==> src/rtl/cflog_ctrl_pkg.sv <==
// Shared encodings and defaults for the CF-Log write sequencer.
package cflog_ctrl_pkg;

    typedef enum logic [1:0] {
        ST_IDLE   = 2'd0,
        ST_WR_SRC = 2'd1,
        ST_WR_DST = 2'd2,
        ST_FLUSH  = 2'd3
    } state_e;

    localparam logic [1:0] FLUSH_NONE = 2'b00;
    localparam logic [1:0] FLUSH_FULL = 2'b01;
    localparam logic [1:0] FLUSH_ER   = 2'b10;
    localparam logic [1:0] FLUSH_BOOT = 2'b11;

    localparam logic [15:0] LOG_BASE_DEF  = 16'h0240;
    localparam int          LOG_WORDS_DEF = 256;
    localparam int          PTR_W_DEF     = 9;

    // Byte address of a 16-bit log word; wraps mod 2^16.
    function automatic logic [15:0] log_addr(input logic [15:0] base, input logic [15:0] word_idx);
        return base + {word_idx[14:0], 1'b0};
    endfunction

endpackage

==> src/rtl/cflog_ctrl_if.sv <==
// Entry, log-RAM and flush handshake bundle for cflog_ctrl.
interface cflog_ctrl_if #(parameter int PTR_W = 9);

    logic             ent_valid;
    logic [15:0]      ent_src;
    logic [15:0]      ent_dest;
    logic             ent_ready;
    logic             er_done;
    logic             boot;
    logic             mem_busy;
    logic             mem_wen;
    logic [15:0]      mem_addr;
    logic [15:0]      mem_wdata;
    logic [PTR_W-1:0] log_ptr;
    logic             flush_req;
    logic [1:0]       flush_reason;
    logic             flush_ack;

    modport master (
        input  ent_valid, ent_src, ent_dest, er_done, boot, mem_busy, flush_ack,
        output ent_ready, mem_wen, mem_addr, mem_wdata, log_ptr, flush_req, flush_reason
    );

    modport slave (
        output ent_valid, ent_src, ent_dest, er_done, boot, mem_busy, flush_ack,
        input  ent_ready, mem_wen, mem_addr, mem_wdata, log_ptr, flush_req, flush_reason
    );

endinterface

==> src/rtl/cflog_ctrl.sv <==
// CF-Log writer: stores (src,dest) pairs as two log words and runs the
// flush req/ack handshake with the attestation TCB.
module cflog_ctrl
    import cflog_ctrl_pkg::*;
#(
    parameter logic [15:0] LOG_BASE  = LOG_BASE_DEF,
    parameter int          LOG_WORDS = LOG_WORDS_DEF,
    parameter int          PTR_W     = PTR_W_DEF
) (
    input  logic         clk,
    input  logic         reset_n,
    cflog_ctrl_if.master bus
);

    localparam logic [PTR_W-1:0] PTR_FULL  = PTR_W'(LOG_WORDS);
    localparam logic [PTR_W-1:0] PTR_READY = PTR_W'(LOG_WORDS - 2);

    state_e           state_q, state_d;
    logic [PTR_W-1:0] ptr_q, ptr_d;
    logic [15:0]      src_q, src_d;
    logic [15:0]      dst_q, dst_d;
    logic [1:0]       reason_q, reason_d;
    logic             pend_er_q, pend_er_d;
    logic             pend_boot_q, pend_boot_d;
    logic             ent_ready;
    logic             wr_active;
    logic [PTR_W-1:0] ptr_inc;

    assign ptr_inc   = ptr_q + 1'b1;
    assign ent_ready = (state_q == ST_IDLE) && !pend_er_q && !pend_boot_q && (ptr_q <= PTR_READY);
    assign wr_active = (state_q == ST_WR_SRC) || (state_q == ST_WR_DST);

    always_comb begin
        state_d     = state_q;
        ptr_d       = ptr_q;
        src_d       = src_q;
        dst_d       = dst_q;
        reason_d    = reason_q;
        pend_er_d   = pend_er_q | bus.er_done;
        pend_boot_d = pend_boot_q | bus.boot;
        case (state_q)
            ST_IDLE: begin
                if (bus.ent_valid && ent_ready) begin
                    src_d   = bus.ent_src;
                    dst_d   = bus.ent_dest;
                    state_d = ST_WR_SRC;
                end else if (pend_boot_q) begin
                    reason_d = FLUSH_BOOT;
                    state_d  = ST_FLUSH;
                end else if (pend_er_q) begin
                    reason_d = FLUSH_ER;
                    state_d  = ST_FLUSH;
                end
            end
            ST_WR_SRC: begin
                if (!bus.mem_busy) begin
                    ptr_d   = ptr_inc;
                    state_d = ST_WR_DST;
                end
            end
            ST_WR_DST: begin
                if (!bus.mem_busy) begin
                    ptr_d = ptr_inc;
                    // A full log outranks pending ER/boot; those are served after.
                    if (ptr_inc == PTR_FULL) begin
                        reason_d = FLUSH_FULL;
                        state_d  = ST_FLUSH;
                    end else if (pend_boot_q) begin
                        reason_d = FLUSH_BOOT;
                        state_d  = ST_FLUSH;
                    end else if (pend_er_q) begin
                        reason_d = FLUSH_ER;
                        state_d  = ST_FLUSH;
                    end else begin
                        state_d = ST_IDLE;
                    end
                end
            end
            ST_FLUSH: begin
                if (bus.flush_ack) begin
                    // A pulse landing on the ack cycle must survive the clear.
                    if (reason_q == FLUSH_BOOT) pend_boot_d = bus.boot;
                    if (reason_q == FLUSH_ER)   pend_er_d   = bus.er_done;
                    ptr_d    = '0;
                    reason_d = FLUSH_NONE;
                    state_d  = ST_IDLE;
                end
            end
            default: state_d = ST_IDLE;
        endcase
    end

    always_ff @(posedge clk or negedge reset_n) begin
        if (!reset_n) begin
            state_q     <= ST_IDLE;
            ptr_q       <= '0;
            src_q       <= '0;
            dst_q       <= '0;
            reason_q    <= FLUSH_NONE;
            pend_er_q   <= 1'b0;
            pend_boot_q <= 1'b0;
        end else begin
            state_q     <= state_d;
            ptr_q       <= ptr_d;
            src_q       <= src_d;
            dst_q       <= dst_d;
            reason_q    <= reason_d;
            pend_er_q   <= pend_er_d;
            pend_boot_q <= pend_boot_d;
        end
    end

    assign bus.ent_ready    = ent_ready;
    assign bus.mem_wen      = wr_active && !bus.mem_busy;
    assign bus.mem_addr     = wr_active ? log_addr(LOG_BASE, 16'(ptr_q)) : 16'h0000;
    assign bus.mem_wdata    = (state_q == ST_WR_SRC) ? src_q :
                              (state_q == ST_WR_DST) ? dst_q : 16'h0000;
    assign bus.log_ptr      = ptr_q;
    assign bus.flush_req    = (state_q == ST_FLUSH);
    assign bus.flush_reason = reason_q;

endmodule

==> src/flat_wrapper.sv <==
// flat-port wrapper written by rule: the top's interface ports become plain ports
module cflog_ctrl_flat import cflog_ctrl_pkg::*;
#(
    parameter logic [15:0] LOG_BASE  = LOG_BASE_DEF,
    parameter int          LOG_WORDS = LOG_WORDS_DEF,
    parameter int          PTR_W     = PTR_W_DEF
)
  (clk, reset_n, bus_ent_valid, bus_ent_src, bus_ent_dest, bus_er_done, bus_boot, bus_mem_busy, bus_flush_ack, bus_ent_ready, bus_mem_wen, bus_mem_addr, bus_mem_wdata, bus_log_ptr, bus_flush_req, bus_flush_reason);
  cflog_ctrl_if #(.PTR_W(PTR_W)) bus_i ();
  input  logic clk;
  input  logic reset_n;
  input wire logic [$bits(bus_i.ent_valid)-1:0] bus_ent_valid;
  input wire logic [$bits(bus_i.ent_src)-1:0] bus_ent_src;
  input wire logic [$bits(bus_i.ent_dest)-1:0] bus_ent_dest;
  input wire logic [$bits(bus_i.er_done)-1:0] bus_er_done;
  input wire logic [$bits(bus_i.boot)-1:0] bus_boot;
  input wire logic [$bits(bus_i.mem_busy)-1:0] bus_mem_busy;
  input wire logic [$bits(bus_i.flush_ack)-1:0] bus_flush_ack;
  output wire logic [$bits(bus_i.ent_ready)-1:0] bus_ent_ready;
  output wire logic [$bits(bus_i.mem_wen)-1:0] bus_mem_wen;
  output wire logic [$bits(bus_i.mem_addr)-1:0] bus_mem_addr;
  output wire logic [$bits(bus_i.mem_wdata)-1:0] bus_mem_wdata;
  output wire logic [$bits(bus_i.log_ptr)-1:0] bus_log_ptr;
  output wire logic [$bits(bus_i.flush_req)-1:0] bus_flush_req;
  output wire logic [$bits(bus_i.flush_reason)-1:0] bus_flush_reason;
  assign bus_i.ent_valid = bus_ent_valid;
  assign bus_i.ent_src = bus_ent_src;
  assign bus_i.ent_dest = bus_ent_dest;
  assign bus_i.er_done = bus_er_done;
  assign bus_i.boot = bus_boot;
  assign bus_i.mem_busy = bus_mem_busy;
  assign bus_i.flush_ack = bus_flush_ack;
  assign bus_ent_ready = bus_i.ent_ready;
  assign bus_mem_wen = bus_i.mem_wen;
  assign bus_mem_addr = bus_i.mem_addr;
  assign bus_mem_wdata = bus_i.mem_wdata;
  assign bus_log_ptr = bus_i.log_ptr;
  assign bus_flush_req = bus_i.flush_req;
  assign bus_flush_reason = bus_i.flush_reason;
  cflog_ctrl #(.LOG_BASE(LOG_BASE), .LOG_WORDS(LOG_WORDS), .PTR_W(PTR_W)) u_core (.clk(clk), .reset_n(reset_n), .bus(bus_i));
endmodule
==> config.mk <==
export PLATFORM = sky130hd
export DESIGN_NAME = cflog_ctrl_flat
export DESIGN_NICKNAME = d
export VERILOG_FILES = /design/src/rtl/cflog_ctrl_pkg.sv /design/src/rtl/cflog_ctrl_if.sv /design/src/rtl/cflog_ctrl.sv /design/src/flat_wrapper.sv
export SDC_FILE = /design/constraint.sdc
export NUM_CORES = 1
export LEC_CHECK = 0
export CAP_MARGIN = 20
export CORE_ASPECT_RATIO = 1.4
export CORE_MARGIN = 2
export CORE_UTILIZATION = 50
export CTS_BUF_LIST = sky130_fd_sc_hd__clkbuf_4 sky130_fd_sc_hd__clkbuf_8
export DETAILED_ROUTE_END_ITERATION = 8
export PLACE_DENSITY = 0.95
export SLEW_MARGIN = 40
export SYNTH_ARGS = -nofsm -noshare
export SYNTH_HDL_FRONTEND = slang
export SYNTH_SLANG_ARGS = --single-unit
export TNS_END_PERCENT = 20
==> constraint.sdc <==
create_clock -name clk -period 2.8 [get_ports clk]
set_input_delay 0.42 -clock clk [delete_from_list [all_inputs] [get_ports clk]]
set_output_delay 0.42 -clock clk [all_outputs]
set_load 0.01 [all_outputs]
==> flow_summary_export.csv <==
group,metric,value,unit
synth,synthTopCellsByCount,"47 x dfrtp_1, 33 x mux2_2, 17 x o21ai_0, 16 x a22o_1, 12 x nand2_1",
clock_network,numCtsBuffers,5,
timing,setup_tns,0,ns
clock_network,cts_tree,"yes",
global_routing,grt_pass1_wl,9.85,mm
floorplanning,dieArea,5820,sq um
power,peakVddDrop,0.368,mV
floorplanning,rows,31,
floorplanning,die_y,89.5,um
cells_and_area,multi_input_area,1300,sq um
detailed_routing,dr.pass1.iters,4,
timing,clock_skew,0.00556,ns
clock_network,cts_buffer_depth,2,
synth,syn_avg_cell_area,10.8,sq um
detailed_routing,ant_nets,0,
setup_path,endpoint_kind,"output pin",
power,power.total,2.38,mW
clock_network,path_clk_slew,0.09,ns
timing,drv_slew,0,
job,drv_cap,0,
setup_path,crit_path_cell_trace,"inv_1 > ha_1 > nor3b_1 > nor3b_1 > clkdlybuf4s50_1",
setup_path,critPathRequiredTime,2.38,ns
setup_path,cp_num_buf_inv,2,
cells_and_area,final_cell_count_no_fill,384,
timing,post-route-period-util,92.7,%
cells_and_area,syn2layout_area_growth,33.9,%
setup_path,criticalPathCategory,"reg2out",
synth,async_flop_share,100,%
setup_path,crit_family,"buffers and inverters",
place,dp_hpwl,4.57,mm
place,portBuffers,78,
cells_and_area,drive_gt1_share,16.0,%
detailed_routing,vias,2197,
cells_and_area,nNetsFinal,364,
place,place_congestion,0.937,
synth,yosys.area.top_type_share,45.1,%
setup_path,startpoint_type,"flop",
hold_path,hold_class,"in2async",
global_routing,track_usage,21.8,%
detailed_routing,drc,0,
setup_path,cpPeakStageDelay,0.56,ns
setup_path,cpMaxStageDelayCell,"clkdlybuf4s50_1",
cells_and_area,fillers,397,
synth,synth_edf_count,0,
timing,hold_slack,0.105,ns
synth,synth_area,2610,sq um
run_status,status,"completed",
synth,yosys.area.top_type,"dfrtp_1",
synth,yosys_warnings,0,
setup_path,cp.arrival,2.18,ns
synth,synth_flop_cell,"dfrtp_1",
floorplanning,coreArea,5120,sq um
timing,worst_slew_pin_slew,0.588,ns
timing,fmax,385,MHz
place,placed_cells,376,
detailed_routing,drt-vias-per-instance,5.72,
synth,yosysMostFrequentCell,"dfrtp_1",
timing,hold_viol_final,0,
synth,ys_seq_area_share,45.1,%
floorplanning,fp.dieW,65.0,um
synth,synth_cell_types,43,
clock_network,cts.sinks,47,
setup_path,cpMostUsedCell,"nor3b_1",
global_routing,grt_max_degree,48,
power,cellPowerDensity,681,nW/um^2
clock_network,clk_latency,0.30,ns
detailed_routing,wirelength,6.22,mm
detailed_routing,first_iter_violations,173,
floorplanning,start_util,51.0,%
clock_network,cts_root_buf,"clkbuf_8",
timing,setup_viol,0,
global_routing,overflow,0,
clock_network,cts_hold_buf,0,
synth,syn_inst,241,
clock_network,htree_levels,2,
synth,synthTopCellsByArea,"dfrtp_1 45%, mux2_2 14%, a22o_1 5.4%",
detailed_routing,wire_per_inst,16.2,um
timing,rsz0062_at_grt,"no",
power,p_leak,1.54,nW
synth,ys_ff_latch,47,
floorplanning,io_pins,85,
global_routing,antenna_found_initial,0,
global_routing,grt_pass1_vias,2131,
setup_path,critPathMaxFanout,4,
timing,fin_crit,2.60,ns
timing,slew_headroom,60.8,%
cells_and_area,regArea,1180,sq um
cells_and_area,diodes,0,
## final cells by class
cell class,count,area share [%]
clock buffers,6,2.36
clock inverters,2,0.466
inverters,6,0.645
multi-input cells,174,37.1
flip-flops and latches,47,33.7
well taps,66,2.36
repair buffers,83,23.4
## worst reg2reg max path, cell delays in order, from the launching register on
cell and delay, ns:
dfrtp_1 0.42, inv_1 0.14, ha_1 0.16, nor3b_1 0.36
o311a_1 0.30, buf_4 0.40, mux2_2 0.40
## timing repair
item | CTS | global route
setup endpoints to repair | 0 | 1
gates resized for setup | 0 | 1
setup buffers | 0 | 0
## stage by stage
step	utilization (%)	worst slack, ns	instance area [sq um]
after global routing	68.2	0.0978	3490
final	68.2	0.203	3490
after global placement	66.2	0.568	3390
after detailed placement	66.2	0.494	3390
after floorplan	-	0.705	2630
after CTS	68.2	0.152	3490
## final timing paths
| check | start | end | slack [ns] | cells after the start |
|---|---|---|---|---|
| setup / recovery | u_core.state_q[0] | bus_ent_ready | 0.20 | 5 |
| hold / removal | reset_n | u_core.bus.log_ptr[3] | 0.10 | 1 |
| setup reg to reg | u_core.state_q[0] | u_core.src_q[6] | 0.52 | 6 |
| hold reg to reg | u_core.dst_q[10] | u_core.dst_q[10] | 0.51 | 1 |
| max in group asynchronous | reset_n | u_core.pend_boot_q | 2.28 | 1 |
| min in group clk | u_core.dst_q[10] | u_core.dst_q[10] | 0.51 | 1 |
## flip-flops by register name, indices dropped and copies added (netlist names)
signal / cells
u_core.state_q: 2
u_core.src_q: 16
u_core.bus.flush_reason: 2
u_core.dst_q: 16
u_core.pend_er_q: 1
u_core.pend_boot_q: 1
u_core.bus.log_ptr: 9
## routing by layer
layer / part of all wire [%] / GRT usage [%]
met3: 8.4 / 5.79
met5: 0 / 0
met2: 51 / 38.9
met4: 1.9 / 7.39
met1: 38 / 25.6
## power by group
group	switching [mW]	internal, mW	total, mW
Sequential	0.0903	0.762	0.853
Combinational	0.579	0.513	1.09
Clock	0.232	0.202	0.433
Total	0.901	1.48	2.38
## logic make-up after synthesis
| logic type | synth area share, % |
|---|---|
| adder cells (fa/ha/maj) | 3.84 |
| other | 0.144 |
| AO/OA/AOI/OAI | 14.8 |
| flip-flops | 45.1 |
| multiplexers | 14.6 |
| AND/OR/NAND/NOR | 14.4 |
| buffers and inverters | 6.04 |
| XOR/XNOR | 1.01 |
## placed cells by master, fill, tap and decap left out, types with 2 or more instances in the layout
master,count
nand2_1,12
o22ai_1,3
nand4_1,4
ha_1,8
conb_1,6
clkdlybuf4s50_1,77
inv_1,6
dfrtp_1,47
a22o_1,16
o21ai_0,17
mux2_2,33
a21o_1,3
a21oi_1,7
nor3_1,3
nor2b_1,5
nor3b_1,3
o31ai_1,2
clkbuf_8,6
nand2b_1,3
xnor2_1,2
and2_1,9
buf_4,6
nor2_1,6
and3_1,3
nand3_1,11
Power figures use the tool's default switching activity.
